==> config.mk <==
export PLATFORM = sky130hd
export DESIGN_NAME = pong_vga_scan
export DESIGN_NICKNAME = d
export VERILOG_FILES = /design/src/rtl/pong_vga_scan.sv
export SDC_FILE = /design/constraint.sdc
export NUM_CORES = 1
export LEC_CHECK = 0
export ABC_AREA = 1
export BUFFER_PORTS_ARGS = -buffer_cell sky130_fd_sc_hd__buf_2
export CORE_ASPECT_RATIO = 1.2
export CORE_MARGIN = 2
export CORE_UTILIZATION = 40
export CTS_BUF_LIST = sky130_fd_sc_hd__clkbuf_4 sky130_fd_sc_hd__clkbuf_8
export DETAILED_ROUTE_END_ITERATION = 12
export PLACE_DENSITY = 0.68
export SLEW_MARGIN = 20
export SYNTH_ARGS = -nofsm -noshare
export SYNTH_HDL_FRONTEND = slang
export SYNTH_SLANG_ARGS = --single-unit
==> constraint.sdc <==
create_clock -name clk -period 2.42 [get_ports clk]
set_clock_uncertainty 0.15 [all_clocks]
set_input_delay 0.121 -clock clk [delete_from_list [all_inputs] [get_ports clk]]
set_output_delay 0.121 -clock clk [all_outputs]
set_load 0.01 [all_outputs]
==> src/rtl/pong_vga_scan.sv <==
// pong_vga_scan
//   VGA scan-out stage for the pong ball datapath. Derives a 25 MHz pixel
//   step from the 50 MHz clock and generates 640x480@60 Hz timing. It paints
//   a BALL_SIZE square at the ball position, which is latched once per frame
//   at the start of vertical blank. A one-clk frame_tick is emitted at that
//   latch point so upstream stages can step the ball once per frame.
//
//   Optional feature macro: PONG_BORDER_EN
//     defined   -> 5-pixel wall in BALL_RGB around the visible region
//                  (ball > wall > background priority)
//     undefined -> ball or background only
//
// Ports
//   clk        50 MHz system clock
//   rst        asynchronous active-low reset
//   ballx      ball top-left x in pixels (12 bits)
//   bally      ball top-left y in pixels (12 bits)
//   hsync      horizontal sync, active low
//   vsync      vertical sync, active low
//   video_on   high inside the visible region
//   red/green/blue  4-bit pixel colour, 0 outside the visible region
//   frame_tick one-clk pulse per frame, coincident with the position latch
//
// The raster geometry parameters default to standard 640x480@60 timing.
// Non-default values scale the raster only; all outputs keep the same
// relative behaviour.

module pong_vga_scan #(
  parameter int unsigned BALL_SIZE = 20,
  parameter logic [11:0] BALL_RGB  = 12'hFFF,
  parameter logic [11:0] BG_RGB    = 12'h000,
  parameter int unsigned H_VISIBLE = 640,
  parameter int unsigned H_FRONT   = 16,
  parameter int unsigned H_SYNC    = 96,
  parameter int unsigned H_BACK    = 48,
  parameter int unsigned V_VISIBLE = 480,
  parameter int unsigned V_FRONT   = 10,
  parameter int unsigned V_SYNC    = 2,
  parameter int unsigned V_BACK    = 33
) (
  input  logic        clk,
  input  logic        rst,
  input  logic [11:0] ballx,
  input  logic [11:0] bally,
  output logic        hsync,
  output logic        vsync,
  output logic        video_on,
  output logic [3:0]  red,
  output logic [3:0]  green,
  output logic [3:0]  blue,
  output logic        frame_tick
);

  localparam int unsigned H_TOTAL = H_VISIBLE + H_FRONT + H_SYNC + H_BACK;
  localparam int unsigned V_TOTAL = V_VISIBLE + V_FRONT + V_SYNC + V_BACK;

  localparam logic [11:0] H_LAST     = 12'(H_TOTAL - 1);
  localparam logic [11:0] V_LAST     = 12'(V_TOTAL - 1);
  localparam logic [11:0] H_VIS      = 12'(H_VISIBLE);
  localparam logic [11:0] V_VIS      = 12'(V_VISIBLE);
  localparam logic [11:0] HS_FIRST   = 12'(H_VISIBLE + H_FRONT);
  localparam logic [11:0] HS_LAST    = 12'(H_VISIBLE + H_FRONT + H_SYNC - 1);
  localparam logic [11:0] VS_FIRST   = 12'(V_VISIBLE + V_FRONT);
  localparam logic [11:0] VS_LAST    = 12'(V_VISIBLE + V_FRONT + V_SYNC - 1);
  localparam logic [12:0] BALL_EXTENT = 13'(BALL_SIZE);

`ifdef PONG_BORDER_EN
  localparam logic [11:0] WALL_W     = 12'd5;
  localparam logic [11:0] WALL_RIGHT = 12'(H_VISIBLE - 6);
  localparam logic [11:0] WALL_BOT   = 12'(V_VISIBLE - 6);
`endif

  logic        phase;
  logic        pix_en;
  logic [11:0] hcnt;
  logic [11:0] vcnt;
  logic [11:0] bx;
  logic [11:0] by;

  logic        visible;
  logic        in_hsync;
  logic        in_vsync;
  logic        latch_pt;
  logic        hit;
  logic [12:0] bx_end;
  logic [12:0] by_end;
  logic [11:0] pix_rgb;
`ifdef PONG_BORDER_EN
  logic        wall;
`endif

  assign pix_en = phase;

  // Decode from pre-advance counters; results are registered on pix_en so
  // every output lags the counters by exactly one pixel step.
  always_comb begin
    visible  = (hcnt < H_VIS) && (vcnt < V_VIS);
    in_hsync = (hcnt >= HS_FIRST) && (hcnt <= HS_LAST);
    in_vsync = (vcnt >= VS_FIRST) && (vcnt <= VS_LAST);
    latch_pt = (hcnt == '0) && (vcnt == V_VIS);

    // 13-bit sums keep positions near 4095 from wrapping back onto the screen.
    bx_end = {1'b0, bx} + BALL_EXTENT;
    by_end = {1'b0, by} + BALL_EXTENT;
    hit    = (hcnt >= bx) && ({1'b0, hcnt} < bx_end) &&
             (vcnt >= by) && ({1'b0, vcnt} < by_end);

`ifdef PONG_BORDER_EN
    wall = (hcnt < WALL_W) || (hcnt > WALL_RIGHT) ||
           (vcnt < WALL_W) || (vcnt > WALL_BOT);
`endif

    pix_rgb = '0;
    if (visible) begin
      if (hit) begin
        pix_rgb = BALL_RGB;
`ifdef PONG_BORDER_EN
      end else if (wall) begin
        pix_rgb = BALL_RGB;
`endif
      end else begin
        pix_rgb = BG_RGB;
      end
    end
  end

  always_ff @(posedge clk or negedge rst) begin
    if (!rst) begin
      phase      <= 1'b0;
      hcnt       <= '0;
      vcnt       <= '0;
      bx         <= '0;
      by         <= '0;
      hsync      <= 1'b1;
      vsync      <= 1'b1;
      video_on   <= 1'b0;
      red        <= '0;
      green      <= '0;
      blue       <= '0;
      frame_tick <= 1'b0;
    end else begin
      phase <= ~phase;
      // Next clk edge is never a pixel step, so this self-clears after 1 clk.
      frame_tick <= pix_en && latch_pt;

      if (pix_en) begin
        if (hcnt == H_LAST) begin
          hcnt <= '0;
          vcnt <= (vcnt == V_LAST) ? '0 : vcnt + 12'd1;
        end else begin
          hcnt <= hcnt + 12'd1;
        end

        if (latch_pt) begin
          bx <= ballx;
          by <= bally;
        end

        hsync              <= ~in_hsync;
        vsync              <= ~in_vsync;
        video_on           <= visible;
        {red, green, blue} <= pix_rgb;
      end
    end
  end

endmodule

==> results of run 1 <==
## worst min-delay path: stages
cell and delay [ps]:
dlygate4sd3_1 520, buf_2 90, buf_4 560
## power breakdown
group / switching (W) / internal (W) / leakage, nW
sequential: 0 / 0.000902 / 0.603
clock: 0.000318 / 0.000244 / 0.0517
combinational: 0.0000295 / 0.0000412 / 1.92
## Yosys cell counts
| master | count |
|---|---|
| dfstp_2 | 2 |
| o41ai_1 | 1 |
| ha_1 | 50 |
| buf_4 | 12 |
| nor4_1 | 4 |
| buf_2 | 2 |
| nor2_2 | 4 |
| xor2_1 | 26 |
| nand2_2 | 4 |
| dfrtp_1 | 52 |
| nor3_1 | 9 |
| nand3_1 | 31 |
| inv_1 | 81 |
| and3_1 | 1 |
| buf_8 | 2 |
| inv_2 | 5 |
| a21oi_1 | 24 |
| o21ai_2 | 15 |
| clkbuf_4 | 1 |
| o21ai_0 | 27 |
| a21o_1 | 1 |
| buf_6 | 2 |
| nor2_4 | 1 |
| o21bai_1 | 1 |
| nand4_1 | 13 |
| or2_2 | 1 |
| buf_12 | 1 |
| nor2_1 | 42 |
| nor3_2 | 3 |
| or2_1 | 1 |
| nand2_4 | 2 |
| o21a_1 | 1 |
| nand2_1 | 119 |
| and2_1 | 1 |
| nand3_2 | 3 |
| nor4_2 | 1 |
## final cells by class
cell class | instances | share of cell area
clock inverters | 1 | 0.001045
repair buffers | 69 | 0.1024
well taps | 129 | 0.03369
flip-flops and latches | 54 | 0.2826
inverters | 86 | 0.06738
multi-input cells | 386 | 0.4941
clock buffers | 7 | 0.01880
## through the flow
| stage | hold WS [ps] | instances |
|---|---|---|
| floorplan | -324.6 | 546 |
| finish | 315.3 | 732 |
| detailed placement | 166.6 | 699 |
| global placement | 143.5 | 699 |
| CTS | 333.4 | 732 |
| global route | 360.2 | 732 |
## repair_timing
item                                    4_1_cts  5_1_grt
hold endpoints to repair                     76        0
resized for setup                             0        1
hold buffers                                 25        0
endpoints found under the setup margin        0        1
## final timing paths
path,slack (ps),depth (start not counted),end
worst min register to register,330,2,vsync
max in group asynchronous,1320,3,bx[8]
worst max register to register,160,14,red[2]
worst max-delay path,160,14,red[2]
worst min-delay path,320,3,vcnt[2]
min in group clk,330,2,vsync
## cells in the final DEF, fill, tap and decap left out, types with 2 or more instances in the layout
cell	instances
nor3_2	3
ha_1	50
inv_1	81
nor2_1	42
dfrtp_1	52
nand2_4	2
buf_4	2
dfstp_2	2
nor2_2	4
xor2_1	26
a21oi_1	23
inv_2	5
nand3_2	3
nand2_2	4
o21ai_0	27
nand4_1	13
nor4_1	4
nand2_1	119
nand3_1	31
o21ai_2	15
dlygate4sd3_1	25
nor3_1	9
buf_2	41
clkbuf_8	6
## logic make-up after synthesis
logic type / count (synthesis) / synth area share
adder cells (fa/ha/maj): 50 / 0.1482
XOR/XNOR: 26 / 0.05396
buffers and inverters: 106 / 0.1192
AO/OA/AOI/OAI: 70 / 0.09903
flip-flops: 54 / 0.3208
AND/OR/NAND/NOR: 240 / 0.2588
## per-layer routing
metal  vias to the layer above  wire length [microns]  track usage
met5                         -                      0            0
met4                         0                    324      0.07500
met3                        24                    265      0.02095
met2                        62                   4829       0.3205
met1                      1680                   4073       0.2022
li1                       1863                      -            -
## flip-flops by register name (all words and copies together) (netlist names)
register / flops
vsync: 1
frame_tick: 1
video_on: 1
hcnt: 12
red: 1
by: 12
vcnt: 12
phase: 1
bx: 12
hsync: 1
==> results.json, run 1 <==
{
  "synth_seq_cells": 54,
  "setup_violations": 0,
  "worstSetupStartpoint": "by[2]",
  "cap_violations": 0,
  "yosysUniqueCellTypes": 36,
  "final_core_util": 0.4601,
  "numCtsBuffers": 5,
  "num_vias": 3629,
  "antenna_left": 0,
  "initial_core_util": 0.4053,
  "startpoint_type": "flop",
  "min_period_ps": 2260,
  "finalNetCount": 678,
  "max_stage_delay_ps": 430,
  "timing.rr.start": "by[2]",
  "max_freq_mhz": 442.4,
  "die_h_microns": 116.5,
  "synth_top_area_frac": 0.3083,
  "row_count": 41,
  "die_w_microns": 97.77,
  "place_area_sq_um": 4442,
  "synth_fp_nets": 622,
  "totalWireLength_microns": 9492,
  "dr.pass1.iters": 4,
  "clock_path_buffers": 2,
  "multi_input_area_sq_um": 2367,
  "period_share": 0.9341,
  "outcome": "finished clean",
  "dpl.hpwl_microns": 7198,
  "n_fill_cell": 1027,
  "critPathKind": "flop to flop",
  "tritoncts": "yes",
  "hold_path_class": "primary input to async pin",
  "drt_iter0_drc": 145,
  "die_area_sq_um": 11390,
  "crit_chain": "ha_1 > or2_2 > nand2_1 > xor2_1 > ha_1 > nand2_1 > nand2_1 > nand2_1 > nand2_1 > nand2_1 > nand2_1 > nand2_1 > nand4_1 > o21bai_1",
  "final.setup.tns_ps": 0,
  "synth_cells": 546,
  "syn_area_sq_um": 4220,
  "end_kind": "flop",
  "seqCellArea_sq_um": 1354,
  "p_total_w": 0.001534,
  "core_sq_um": 10410,
  "fin_ws_ps": 159.5,
  "htreeDepth": 2,
  "worstPathArrival_ps": 2360,
  "drc": 0,
  "worst_path_max_delay_cell": "dfrtp_1",
  "avgViaCountPerCell": 4.958,
  "pre_cts_slack_ps": 201.7,
  "antenna_cells": 0,
  "rsz0062_at_grt": "false",
  "grt_pass1_vias": 3608,
  "clk_pin_slew_ps": 100,
  "antenna_found_initial": 0,
  "portBuffers": 41,
  "cts-root-buf": "clkbuf_8",
  "max_slew.worst_pin.slew_ps": 724.3,
  "synth.avg_cell_area_sq_um": 7.729,
  "grt_pass1_wl_microns": 16080,
  "cpLargestDelayFamily": "simple AND/OR/NAND/NOR gates",
  "clk_latency_ps": 320,
  "final_cell_area_sq_um": 4791,
  "postCtsSetupBuffers": 0,
  "gp_congestion": 0.8773,
  "power.density_nw_per_um2": 320.1,
  "yosysWarnings": 0,
  "clkSinkCount": 54,
  "yosysTopAreaCell": "dfrtp_1",
  "cp.buffers_inverters": 0,
  "crit_top_cell": "nand2_1",
  "grt_util_all_layers": 0.1728,
  "hold_viol": 0,
  "drive_above_1_share": 0.1559,
  "grt_max_degree": 55,
  "power.leakage_nw": 2.577,
  "synthTopCellsByArea": "dfrtp_1, ha_1, nand2_1",
  "ir_worst_vdd_v": 0.0001688,
  "required_ps": 2520,
  "num_io_pins": 42,
  "finalMaxSlewViolations": 0,
  "syn2layout_area_growth_pct": 13.52,
  "relSlewSlack": 0.5171,
  "cp_max_fo": 4,
  "synth_seq_area_share": 0.3208,
  "wl_per_cell_microns": 12.97,
  "grt_overflow_total": 0
}
Note: power is estimated with default switching activity, not from simulation.
==> inputs of run 2 (changes only) <==
==> constraint.sdc (replaced) <==
create_clock -name clk -period 2.42 [get_ports clk]
set_clock_uncertainty 0.15 [all_clocks]
set_input_delay 0.242 -clock clk [delete_from_list [all_inputs] [get_ports clk]]
set_output_delay 0.242 -clock clk [all_outputs]
set_load 0.01 [all_outputs]
==> run 2 against run 1 <==
  * Design area is 0.97% higher
  * Hold slack worse by 310 ps
  * Cell count is 0.68% higher
  * Combinational power down 2%
  * Non-clock buffer count rose by 5
==> results.json, run 2 (synthesis results as in run 1) <==
{
  "outcome": "finished clean",
  "worstPathArrival_ps": 2330,
  "max_freq_mhz": 445.9,
  "worst_path_max_delay_cell": "dfrtp_1",
  "grt_overflow_total": 0,
  "critPathKind": "flop to flop",
  "end_kind": "flop",
  "grt_max_degree": 31,
  "max_stage_delay_ps": 420,
  "power_frac_clock": 0.399,
  "power.switching_w": 0.0003414,
  "cap_violations": 0,
  "avgViaCountPerCell": 4.940,
  "htreeDepth": 2,
  "cts-root-buf": "clkbuf_8",
  "die_h_microns": 116.5,
  "finalMaxSlewViolations": 0,
  "clock_path_buffers": 2,
  "cp_max_fo": 4,
  "dpl.hpwl_microns": 7592,
  "core_sq_um": 10410,
  "crit_top_cell": "nand2_1",
  "antenna_cells": 0,
  "tritoncts": "yes",
  "cpLargestDelayFamily": "simple AND/OR/NAND/NOR gates",
  "min_period_ps": 2243,
  "die_w_microns": 97.77,
  "power.leakage_nw": 2.603,
  "portBuffers": 41,
  "relSlewSlack": 0.6915,
  "hold_path_class": "primary input to flop",
  "drc": 0,
  "clk_latency_ps": 310,
  "rsz0062_at_grt": "false",
  "finalNetCount": 683,
  "gp_congestion": 0.8924,
  "p_int_w": 0.001275,
  "swShare": 0.2112,
  "row_count": 41,
  "antenna_found_initial": 0,
  "dr.pass1.iters": 4,
  "power.density_nw_per_um2": 334.2,
  "final.setup.tns_ps": 0,
  "antenna_left": 0,
  "drt_iter0_drc": 127,
  "wl_per_cell_microns": 13.08,
  "syn2layout_area_growth_pct": 14.62,
  "share_comb_of_total_power": 0.043,
  "die_area_sq_um": 11390,
  "grt_util_all_layers": 0.1709,
  "grt_pass1_wl_microns": 15900,
  "num_io_pins": 42,
  "cp.buffers_inverters": 0,
  "crit_chain": "ha_2 > or2_2 > nand2_1 > xor2_1 > ha_1 > nand2_1 > nand2_1 > nand2_1 > nand2_1 > nand2_1 > nand2_1 > nand2_1 > nand4_1 > o21bai_1",
  "setup_violations": 0,
  "numCtsBuffers": 5,
  "totalWireLength_microns": 9642,
  "max_slew.worst_pin.slew_ps": 459.2,
  "layout_commonest_cell": "nand2_1",
  "required_ps": 2510,
  "clk_pin_slew_ps": 100,
  "startpoint_type": "flop",
  "seq_power_share": 0.558,
  "clkSinkCount": 54,
  "hold_viol": 0,
  "grt_pass1_vias": 3552,
  "num_vias": 3641,
  "hold_ws_ps": 5.289,
  "ir_worst_vdd_v": 0.0002240,
  "period_share": 0.9268,
  "drive_above_1_share": 0.1743,
  "final_cell_mix": "nand2_1, inv_1, dfrtp_1",
  "initial_core_util": 0.4053
}
## run 2: cell count changes in the layout (fill, tap and decap cells not counted), moves of 2 or more
| cell | before | now |
|---|---|---|
| nand2_1 | 119 | 117 |
| ha_1 | 50 | 48 |
| dlygate4sd3_1 | 25 | 23 |
| buf_4 | 2 | 10 |
| ha_2 | 0 | 2 |
| nand2_2 | 4 | 6 |
## run 2: cell type report
type                       count  area [sq um]
fill                        1064          5577
multi-input combinational    386          2374
sequential                    54          1355
timing repair buffer          74         510.5
inverter                      86         322.8
tap                          129         161.4
clock buffer                   7         83.83
clock inverter                 1         30.03
## run 2: worst register-to-register path, cell delays in order, from the launching register on
cell	delay [ps]
dfrtp_1	420
ha_2	220
or2_2	270
nand2_1	70
xor2_1	160
ha_1	270
nand2_1	70
nand2_1	50
nand2_1	50
nand2_1	40
nand2_1	50
nand2_1	50
nand2_1	60
nand4_1	90
o21bai_1	150
## run 2: path summary, 6_finish.rpt
| path | startpoint | slack, ps | cells after the start | endpoint |
|---|---|---|---|---|
| max | by[2] | 180 | 14 | red[2] |
| min | bally[11] | 5 | 3 | by[11] |
| max reg2reg | by[2] | 180 | 14 | red[2] |
| min reg2reg | vsync | 330 | 2 | vsync |
| max in group asynchronous | rst | 1250 | 3 | hcnt[9] |
| min in group asynchronous | rst | 220 | 2 | vcnt[5] |
## run 2: per-stage QoR
stage / worst slack, ps / total power [W] / instance area [sq um] / instances / utilization
final: 177.2 / 0.001616 / 4837 / 737 / 0.4645
after CTS: 126.0 / 0.001634 / 4796 / 733 / 0.4605
after floorplan: 333.8 / 0.0009197 / 4220 / 546 / -
after global routing: 2.059 / 0.001664 / 4837 / 737 / 0.4645
after global placement: 252.6 / 0.0009604 / 4452 / 702 / 0.4275
after detailed placement: 173.0 / 0.0009618 / 4452 / 702 / 0.4275
## run 2: metal layers
metal / up-vias / track usage / part of all wire
met2: 51 / 0.3191 / 0.52
met1: 1708 / 0.2043 / 0.44
met3: 16 / 0.02035 / 0.023
li1: 1866 / - / -
met4: 0 / 0.05926 / 0.021
met5: - / 0 / 0
## run 2: repair_timing
| item | 4_1_cts | 5_1_grt |
|---|---|---|
| setup buffers | 0 | 4 |
| hold buffers | 23 | 0 |
| resized for setup | 0 | 6 |
| endpoints found under the hold margin | 35 | 0 |
| endpoints found under the setup margin | 0 | 1 |
## run 2: power groups by stage
stage | combinational, W | clock (W) | sequential, W
after detailed placement | 0.0000423 | 0 | 0.000919
after floorplan | 0.00000000345 | 0 | 0.000920
after CTS | 0.0000710 | 0.000662 | 0.000902
final | 0.0000691 | 0.000646 | 0.000902
after global routing | 0.0000775 | 0.000684 | 0.000902
after global placement | 0.0000410 | 0 | 0.000919
